$ cat src/rtl/adc_pkg.sv
// Shared definitions for the ADC deserializer alignment block.
package adc_pkg;

    localparam int unsigned ADC_WIDTH = 10;
    localparam int unsigned ADC_DESER = 8;

    // Even slots carry this code during training; odd slots carry its inverse.
    localparam logic [ADC_WIDTH-1:0] ADC_TRAIN_PAT = 10'h2AA;

    typedef enum logic [2:0] {
        SETTLE,
        CHECK,
        SLIP,
        LOCKED,
        FAILED
    } adc_state_e;

endpackage

$ cat src/rtl/adc_train_match.sv
// Combinational training-pattern comparator over one parallel ISERDES word.
module adc_train_match
    import adc_pkg::*;
#(
    parameter int unsigned      WIDTH     = ADC_WIDTH,
    parameter int unsigned      DESER     = ADC_DESER,
    parameter logic [WIDTH-1:0] TRAIN_PAT = WIDTH'(ADC_TRAIN_PAT)
) (
    input  logic [WIDTH*DESER-1:0] data_in,
    output logic                   match
);

    // Exact match: even slots equal TRAIN_PAT, odd slots equal its inverse.
    always_comb begin
        match = 1'b1;
        for (int unsigned k = 0; k < DESER; k++) begin
            if ((k % 2) == 0) begin
                if (data_in[WIDTH*k +: WIDTH] != TRAIN_PAT) match = 1'b0;
            end else begin
                if (data_in[WIDTH*k +: WIDTH] != ~TRAIN_PAT) match = 1'b0;
            end
        end
    end

endmodule

$ cat src/rtl/adc_deser_align.sv
// Bitslip-based word alignment for the ADC ISERDES output, plus registered sample path.
module adc_deser_align
    import adc_pkg::*;
#(
    parameter int unsigned      WIDTH         = ADC_WIDTH,
    parameter int unsigned      DESER         = ADC_DESER,
    parameter logic [WIDTH-1:0] TRAIN_PAT     = WIDTH'(ADC_TRAIN_PAT),
    parameter int unsigned      SETTLE_CYCLES = 16,
    parameter int unsigned      CHECK_WORDS   = 64,
    parameter int unsigned      MAX_SLIPS     = 15
) (
    input  logic                   clk,
    input  logic                   reset_n,
    input  logic [WIDTH*DESER-1:0] data_in,
    input  logic                   train_req,
    output logic                   bitslip,
    output logic                   locked,
    output logic                   fail,
    output logic [3:0]             slip_count,
    output logic [WIDTH*DESER-1:0] sample_data,
    output logic                   sample_valid
);

    localparam int unsigned SETTLE_W = $clog2(SETTLE_CYCLES + 1);
    localparam int unsigned MATCH_W  = $clog2(CHECK_WORDS + 1);
    localparam int unsigned WORD_W   = WIDTH * DESER;

    adc_state_e           state_q, state_d;
    logic [SETTLE_W-1:0]  settle_cnt_q, settle_cnt_d;
    logic [MATCH_W-1:0]   match_cnt_q, match_cnt_d;
    logic [3:0]           slip_cnt_q, slip_cnt_d;
    logic                 bitslip_q, bitslip_d;
    logic                 locked_q, locked_d;
    logic                 fail_q, fail_d;
    logic                 sample_valid_q, sample_valid_d;
    logic [WORD_W-1:0]    sample_data_q, sample_data_d;
    logic                 match;

    adc_train_match #(
        .WIDTH     (WIDTH),
        .DESER     (DESER),
        .TRAIN_PAT (TRAIN_PAT)
    ) u_match (
        .data_in (data_in),
        .match   (match)
    );

    // Next state, counters and registered-output values.
    always_comb begin
        state_d        = state_q;
        settle_cnt_d   = settle_cnt_q;
        match_cnt_d    = match_cnt_q;
        slip_cnt_d     = slip_cnt_q;
        sample_data_d  = data_in;

        unique case (state_q)
            SETTLE: begin
                if (settle_cnt_q == SETTLE_W'(SETTLE_CYCLES - 1)) begin
                    settle_cnt_d = '0;
                    match_cnt_d  = '0;
                    state_d      = CHECK;
                end else begin
                    settle_cnt_d = settle_cnt_q + SETTLE_W'(1);
                end
            end
            CHECK: begin
                if (match) begin
                    match_cnt_d = match_cnt_q + MATCH_W'(1);
                    if (match_cnt_q == MATCH_W'(CHECK_WORDS - 1)) state_d = LOCKED;
                end else begin
                    match_cnt_d = '0;
                    if (slip_cnt_q == 4'(MAX_SLIPS)) begin
                        state_d = FAILED;
                    end else begin
                        state_d    = SLIP;
                        slip_cnt_d = (slip_cnt_q == 4'hF) ? slip_cnt_q : slip_cnt_q + 4'd1;
                    end
                end
            end
            SLIP: begin
                settle_cnt_d = '0;
                state_d      = SETTLE;
            end
            LOCKED, FAILED: begin
                state_d = state_q;
            end
            default: begin
                settle_cnt_d = '0;
                state_d      = SETTLE;
            end
        endcase

        // Retraining overrides every transition, including a pending lock.
        if (train_req) begin
            state_d      = SETTLE;
            settle_cnt_d = '0;
            match_cnt_d  = '0;
            slip_cnt_d   = '0;
        end

        bitslip_d      = (state_d == SLIP);
        locked_d       = (state_d == LOCKED);
        fail_d         = (state_d == FAILED);
        sample_valid_d = (state_q == LOCKED) && !train_req;
    end

    // FSM state and counters.
    always_ff @(posedge clk or negedge reset_n) begin
        if (!reset_n) begin
            state_q      <= SETTLE;
            settle_cnt_q <= '0;
            match_cnt_q  <= '0;
            slip_cnt_q   <= '0;
        end else begin
            state_q      <= state_d;
            settle_cnt_q <= settle_cnt_d;
            match_cnt_q  <= match_cnt_d;
            slip_cnt_q   <= slip_cnt_d;
        end
    end

    // Registered outputs and sample path.
    always_ff @(posedge clk or negedge reset_n) begin
        if (!reset_n) begin
            bitslip_q      <= 1'b0;
            locked_q       <= 1'b0;
            fail_q         <= 1'b0;
            sample_valid_q <= 1'b0;
            sample_data_q  <= '0;
        end else begin
            bitslip_q      <= bitslip_d;
            locked_q       <= locked_d;
            fail_q         <= fail_d;
            sample_valid_q <= sample_valid_d;
            sample_data_q  <= sample_data_d;
        end
    end

    assign bitslip      = bitslip_q;
    assign locked       = locked_q;
    assign fail         = fail_q;
    assign slip_count   = slip_cnt_q;
    assign sample_data  = sample_data_q;
    assign sample_valid = sample_valid_q;

endmodule

$ cat config.mk
export PLATFORM = sky130hd
export DESIGN_NAME = adc_deser_align
export DESIGN_NICKNAME = d
export VERILOG_FILES = /design/src/rtl/adc_pkg.sv /design/src/rtl/adc_train_match.sv /design/src/rtl/adc_deser_align.sv
export SDC_FILE = /design/constraint.sdc
export NUM_CORES = 1
export LEC_CHECK = 0
export ABC_AREA = 1
export CAP_MARGIN = 20
export CORE_MARGIN = 4
export CORE_UTILIZATION = 35
export CTS_CLUSTER_DIAMETER = 80
export DETAILED_ROUTE_END_ITERATION = 12
export PLACE_DENSITY = 0.73
export SYNTH_ARGS = -nofsm -noshare
export SYNTH_HDL_FRONTEND = slang
export SYNTH_SLANG_ARGS = --single-unit
$ cat constraint.sdc
create_clock -name clk -period 1.4 [get_ports clk]
set_input_delay 0.21 -clock clk [delete_from_list [all_inputs] [get_ports clk]]
set_output_delay 0.21 -clock clk [all_outputs]
set_load 0.1 [all_outputs]
== After elaboration in Yosys (flattened, before gate mapping) ==
Index checks and enable logic that the tools add are counted.

* Mux-type cells: 25
* Eq/ne operators: 21
* $add $sub $neg: 3
* Reduce and logical (&&, ||, !) cells: 9

{| class="wikitable"
|+ Operators with widths
! kind !! count
|-
| $ne 10x10->1 const B || 4
|-
| $ne 10x9->1 const B || 4
|-
| $mux 7 || 3
|-
| $mux 4 || 4
|-
| $mux 3 || 5
|-
| $pmux 7 s2 || 1
|-
| $mux 5 || 2
|-
| $pmux 5 s2 || 1
|-
| $eq 3x2->1 const B || 3
|-
| $pmux 3 s3 || 1
|-
| $mux 1 || 8
|-
| $add 7x1->7 const B || 1
|-
| $eq 7x6->1 const B || 1
|-
| $eq 3x3->1 const B || 2
|-
| $add 5x1->5 const B || 1
|-
| $eq 5x4->1 const B || 1
|-
| $add 4x1->4 const B || 1
|-
| $eq 4x4->1 const B || 1
|-
| $ne 2x2->1 const B || 2
|-
| $eq 3x1->1 const B || 1
|-
| $logic_not 3->1 || 1
|-
| $ne 3x3->1 const B || 1
|-
| $reduce_and 3->1 || 1
|-
| $reduce_bool 3->1 || 1
|-
| 7 further kinds || 7
|}

* Output and inout bits: 88
* Bits in registers: 103

== Depth between registers and ports, before layout ==
* Depth in word-level cells: 13
* Gate-level depth with buffers: 12

== By module ==
A second synthesis with hierarchy kept.

* Cell total of the unflattened synthesis: 342
* Area, all modules: 3648.5 µm²

{| class="wikitable"
|+ Modules (own cells, without submodules)
! module !! sequential area each (µm²) !! instances !! area each (µm²) !! cells each
|-
| adc_deser_align || 2577.5 || 1 || 3209.3 || 230
|-
| adc_train_match || 0.0 || 1 || 439.2 || 112
|}

== Worst setup path before layout ==
Ideal clock, no wire load.

* Path type: reg-to-reg
* Start point: reg slip_cnt_q[0], in the netlist slip_count[0]
* End point: reg bitslip_q, in the netlist bitslip
* Setup time: 0.116 ns
* Cell stages (with the launch flop): 9
* Data arrival time: 1.808 ns
* Slack: -0.524 ns
* Data required time: 1.284 ns
* Clock period less this slack: 1.924 ns
* Path through: dfrtp_1 ha_1 nand2_1 nor2_1 inv_1 nand2_2 nand3_1 nand2_2 nor2_1

* Longest elaborated chain between the ends: 6

{| class="wikitable"
|+ Ends and longest elaborated chain
! what !! RTL line !! text
|-
| from (decl) || adc_deser_align.sv:31 || <nowiki>logic [3:0] slip_cnt_q, slip_cnt_d;</nowiki>
|-
| from (signal assigned) || adc_deser_align.sv:118 || <nowiki>slip_cnt_q <= slip_cnt_d;</nowiki>
|-
| $eq 4x4->1 || adc_deser_align.sv:72 || <nowiki>if (slip_cnt_q == 4'(MAX_SLIPS)) begin</nowiki>
|-
| $mux 3 || adc_deser_align.sv:72 ||
|-
| $mux 3 || adc_deser_align.sv:67 || <nowiki>if (match) begin</nowiki>
|-
| $pmux 3 s3 || adc_deser_align.sv:56 || <nowiki>unique case (state_q)</nowiki>
|-
| $mux 3 || adc_deser_align.sv:94 || <nowiki>if (train_req) begin</nowiki>
|-
| $eq 3x2->1 || adc_deser_align.sv:101 || <nowiki>bitslip_d = (state_d == SLIP);</nowiki>
|-
| net bitslip_d || adc_deser_align.sv:32 || <nowiki>logic bitslip_q, bitslip_d;</nowiki>
|-
| to (signal assigned) || adc_deser_align.sv:131 || <nowiki>bitslip_q <= bitslip_d;</nowiki>
|-
| to (decl) || adc_deser_align.sv:32 ||
|}

The timed path passes the listed nets, and every way through them passes these cells.
A chain may end at the register's enable or synchronous reset.

== Worst setup path in the final report ==
* Start point: reg match_cnt_q[1]
* End point: reg bitslip_q, in the netlist bitslip

* Longest elaborated chain between the ends: 6

{| class="wikitable"
|+ Ends and longest elaborated chain
! what !! RTL line !! text
|-
| from (decl) || adc_deser_align.sv:30 || <nowiki>logic [MATCH_W-1:0] match_cnt_q, match_cnt_d;</nowiki>
|-
| from (signal assigned) || adc_deser_align.sv:117 || <nowiki>match_cnt_q <= match_cnt_d;</nowiki>
|-
| $eq 7x6->1 || adc_deser_align.sv:69 || <nowiki>if (match_cnt_q == MATCH_W'(CHECK_WORDS - 1)) state_d = LOCKED;</nowiki>
|-
| $mux 3 || adc_deser_align.sv:69 ||
|-
| $mux 3 || adc_deser_align.sv:67 ||
|-
| $pmux 3 s3 || adc_deser_align.sv:56 ||
|-
| $mux 3 || adc_deser_align.sv:94 ||
|-
| $eq 3x2->1 || adc_deser_align.sv:101 ||
|-
| net bitslip_d || adc_deser_align.sv:32 ||
|}

The timed path passes the listed nets, and every way through them passes these cells.

==> metrics.md <==
| Metric | Value |
|---|---|
| Outcome | `finished, violations left` |
| Failing checks | `setup timing` |
| Final hold vios | `0` |
| CTS tree | `yes` |
| Switching share of power | `approximately a third` |
| Mean Syn Cell Area | `~12 sq um` |
| Reg area | `around 0.0026 sq mm` |
| Initial Util | `a little over a third` |
| RSZ-0062 raised after global routing | `true` |
| Netlist Area Pre-Place | `around 0.0035 sq mm` |
| Total number of vias | `slightly above 3000` |
| NumNets Final | `between 600 and 700` |
| Area Overhead vs Synth | `98.3%` |
| Total power | `7.07 mW` |
| DPL Wire Length | `about 9.0 mm` |
| Gr usage total | `approximately a fifth` |
| Worst slew pin tran | `0.337 ns` |
| Number of max-cap violations | `0` |
| Synth Area in Compound Gates | `under 10%` |
| Gate power share | `approximately 26%` |
| WP data required | `1.69 ns` |
| Total global routing overflow | `0` |
| Worst setup EP type | `register` |
| # IOs | `about 170` |
| WP data arrival | `about 1.7 ns` |
| Final setup margin | `-0.0229 ns` |
| # clock sinks | `103` |
| Endpoints failing setup | `2` |
| Fillers | `roughly 660` |
| PortBufs | `between 150 and 200` |
| Top cells by area, synth | `dfrtp_1 73%, nand2_1 4.8%, nor2_1 4.2%` |
| Root buf cell | `clkbuf_8` |
| Clock buffer depth | `2` |
| Worst skew pair latency | `0.35 ns` |
| Final Cycle Share | `102%` |
| Sequential power share | `between 40% and 50%` |
| Synth Area in XOR/XNOR | `under 10%` |
| Die Span Y | `~110 um` |
| Crit start category | `register` |
| Placer congestion estimate | `0.785` |
| Clock slew at reported path FFs | `around 0.09 ns` |
| Synth warn | `0` |
| Worst rel slew slack | `between 70% and 80%` |
| Std cell rows | `36` |
| Largest family of logic cells by synthesized area | `simple AND/OR/NAND/NOR gates` |
| Mux contribution to synthesized area | `0%` |
| Mapped Cells | `293` |
| Share of cells above drive strength 1 | `a little under 40%` |
| Setup_tns | `-0.0403 ns` |
| WL final | `between 10 and 15 mm` |
| First-pass GRT wire length | `about 17 mm` |
| DRT Pass-1 Iters | `4` |
| Largest net degree at the start of global routing | `30` |
| Vias in the first global route | `3244` |
| Max Freq | `~0.7 GHz` |
| Final min period | `about 1.4 ns` |
| Clock Skews | `0.00685 ns` |
| Setup CP Type | `register to register` |
| Yosys top cell area share | `between 70% and 80%` |
| Final ANT Viol Nets | `0` |
| Hold Crit Class | `input pin to register` |
| Syn nets | `approximately 380` |
| Sequential area share after synthesis | `roughly 73%` |
| Adder-Cell Fraction of Synth Area | `between 1 and 1.5%` |
| Routed length per placed instance | `17.7 um` |
| Worst vdd ir | `0.614 mV` |
| Cell taking the most area after synthesis | `dfrtp_1` |
| Die area | `about 0.012 sq mm` |
| # H-tree levels | `3` |
| Clock share of power | `around 29%` |
| Netlist cell types | `28` |
| Pwr per Cell Area | `slightly above 1000 mW/mm^2` |
| Int Pwr | `4.82 mW` |
| Leakage | `roughly 3.3 nW` |
| Drt drc | `0` |
| #FFs+latches synth | `roughly 100` |
| Die W | `approximately 110 um` |
| Core area | `just under 0.01 sq mm` |
| Net Sw Power | `around 2.3 mW` |
| Post-Synth Simple-Gate Area | `roughly 18%` |
| Num CTS Buffers | `9` |
| Multi-input logic area | `around 0.0010 sq mm` |
| CP max FO | `3` |
| Min Hold Slack | `~0.025 ns` |
| Final Core Density | `between 70% and 80%` |
| Vias per cell | `around 4.6` |
| Initial antenna violation count | `3` |
| Max-slew violation total from the final report | `0` |
| Initial drt markers | `between 100 and 150` |
[stage by stage]
stage / area, sq um / worst slack [ns] / std cells
global route: 7030 / -0.153 / 655
detailed placement: 6520 / -0.484 / 619
floorplan: 3580 / -0.0310 / 293
global placement: 6520 / -0.408 / 619
CTS: 6780 / -0.00502 / 637
finish: 7030 / -0.0229 / 655
[kinds of logic after synthesis]
family,count (synthesis)
buffers and inverters,32
xor gates and xnor gates,5
adders and majority gates,3
and+or+nand+nor,131
DFF,103
AOI/OAI and AO/OA,19
[synth_stat cells (all sizes together)]
| master | number |
|---|---|
| nor2 | 45 |
| or2 | 1 |
| nand3b | 2 |
| a21oi | 5 |
| clkbuf | 1 |
| nand4 | 6 |
| a32o | 2 |
| xor2 | 5 |
| o21a | 1 |
| o41ai | 1 |
| ha | 3 |
| buf | 1 |
| dfrtp | 103 |
| nand2 | 48 |
| nor3 | 5 |
| a31oi | 1 |
| o21ai | 9 |
| inv | 30 |
| nand3 | 24 |
[critical path, stage by stage, from the launching register on]
cell and delay, ns:
dfrtp_1 0.37, ha_2 0.19, nand2_2 0.08, nor2_4 0.11, nand3_2 0.10, nor2_2 0.13, nand4_1 0.13, nand3_2 0.09
nand2_2 0.06, nor2_1 0.09
[path summary, 6_finish.rpt]
kind | end | slack (ns) | cells after the start | startpoint
hold / removal | sample_data[37] | 0.03 | 1 | data_in[37]
setup / recovery | bitslip | -0.02 | 9 | match_cnt_q[1]
setup reg to reg | bitslip | -0.02 | 9 | match_cnt_q[1]
max in group asynchronous | sample_data[77] | 0.55 | 3 | reset_n
hold reg to reg | settle_cnt_q[3] | 0.59 | 1 | settle_cnt_q[3]
min in group asynchronous | sample_data[33] | 0.33 | 2 | reset_n
[layer usage]
layer / vias to the layer above / part of all wire [%] / GRT usage, %
li1: 1382 / - / -
met1: 1496 / 34 / 19.6
met2: 131 / 56 / 36.8
met3: 16 / 7.9 / 6.04
met4: 0 / 1.9 / 7.84
met5: - / 0 / 0
[layout by cell type, fill, tap and decap left out, types with 3 or more instances in the layout]
cell type	Yosys	routed
nand3_1	21	11
nor2_2	1	9
buf_4	0	30
dfrtp_1	103	99
buf_6	0	4
nand4_1	6	6
buf_12	0	90
nor3_2	0	5
dlymetal6s2s_1	0	10
clkbuf_8	1	10
nor2_1	40	29
nand3_2	1	10
diode_2	0	3
o21ai_2	0	4
nor2_4	3	6
dlygate4sd3_1	0	8
inv_2	1	4
inv_1	29	26
a21oi_1	4	4
nand3_4	2	3
clkdlybuf4s50_1	0	3
clkdlybuf4s15_1	0	11
xor2_1	5	4
nand2_1	45	41
nand2_2	3	5
dlygate4sd2_1	0	55
o21ai_1	3	3
[layout make-up]
| type | instances | area share, % |
|---|---|---|
| multi-input combinational | 158 | 14.6 |
| inverter | 30 | 1.60 |
| clock buffer | 10 | 1.96 |
| clock inverter | 5 | 1.16 |
| antenna | 3 | 0.107 |
| sequential | 103 | 36.8 |
| tap | 133 | 2.37 |
| timing repair buffer | 213 | 41.4 |
[flip-flops by register name, indices dropped and copies added (netlist names)]
signal / count
bitslip: 1
fail: 1
locked: 1
match_cnt_q: 7
sample_data: 80
sample_valid: 1
settle_cnt_q: 5
slip_count: 4
state_q: 3
[timing repair]
| action | in CTS | in global routing |
|---|---|---|
| pin swaps | 44 | 41 |
| endpoints found under the setup margin | 19 | 19 |
| endpoints found under the hold margin | 20 | 7 |
| resized for setup | 96 | 48 |
| setup buffers | 2 | 8 |
| hold buffers | 1 | 7 |
| gates cloned | 0 | 0 |
[power by group through the flow]
stage	logic, mW	registers [mW]	clock network (mW)
final	1.82	3.21	2.05
after global routing	1.87	3.22	2.22
after CTS	1.81	3.21	2.08
after detailed placement	1.86	3.27	0
after global placement	1.84	3.26	0
after floorplan	0.0579	4.07	0
No activity file was read; power rests on OpenSTA's default activity.
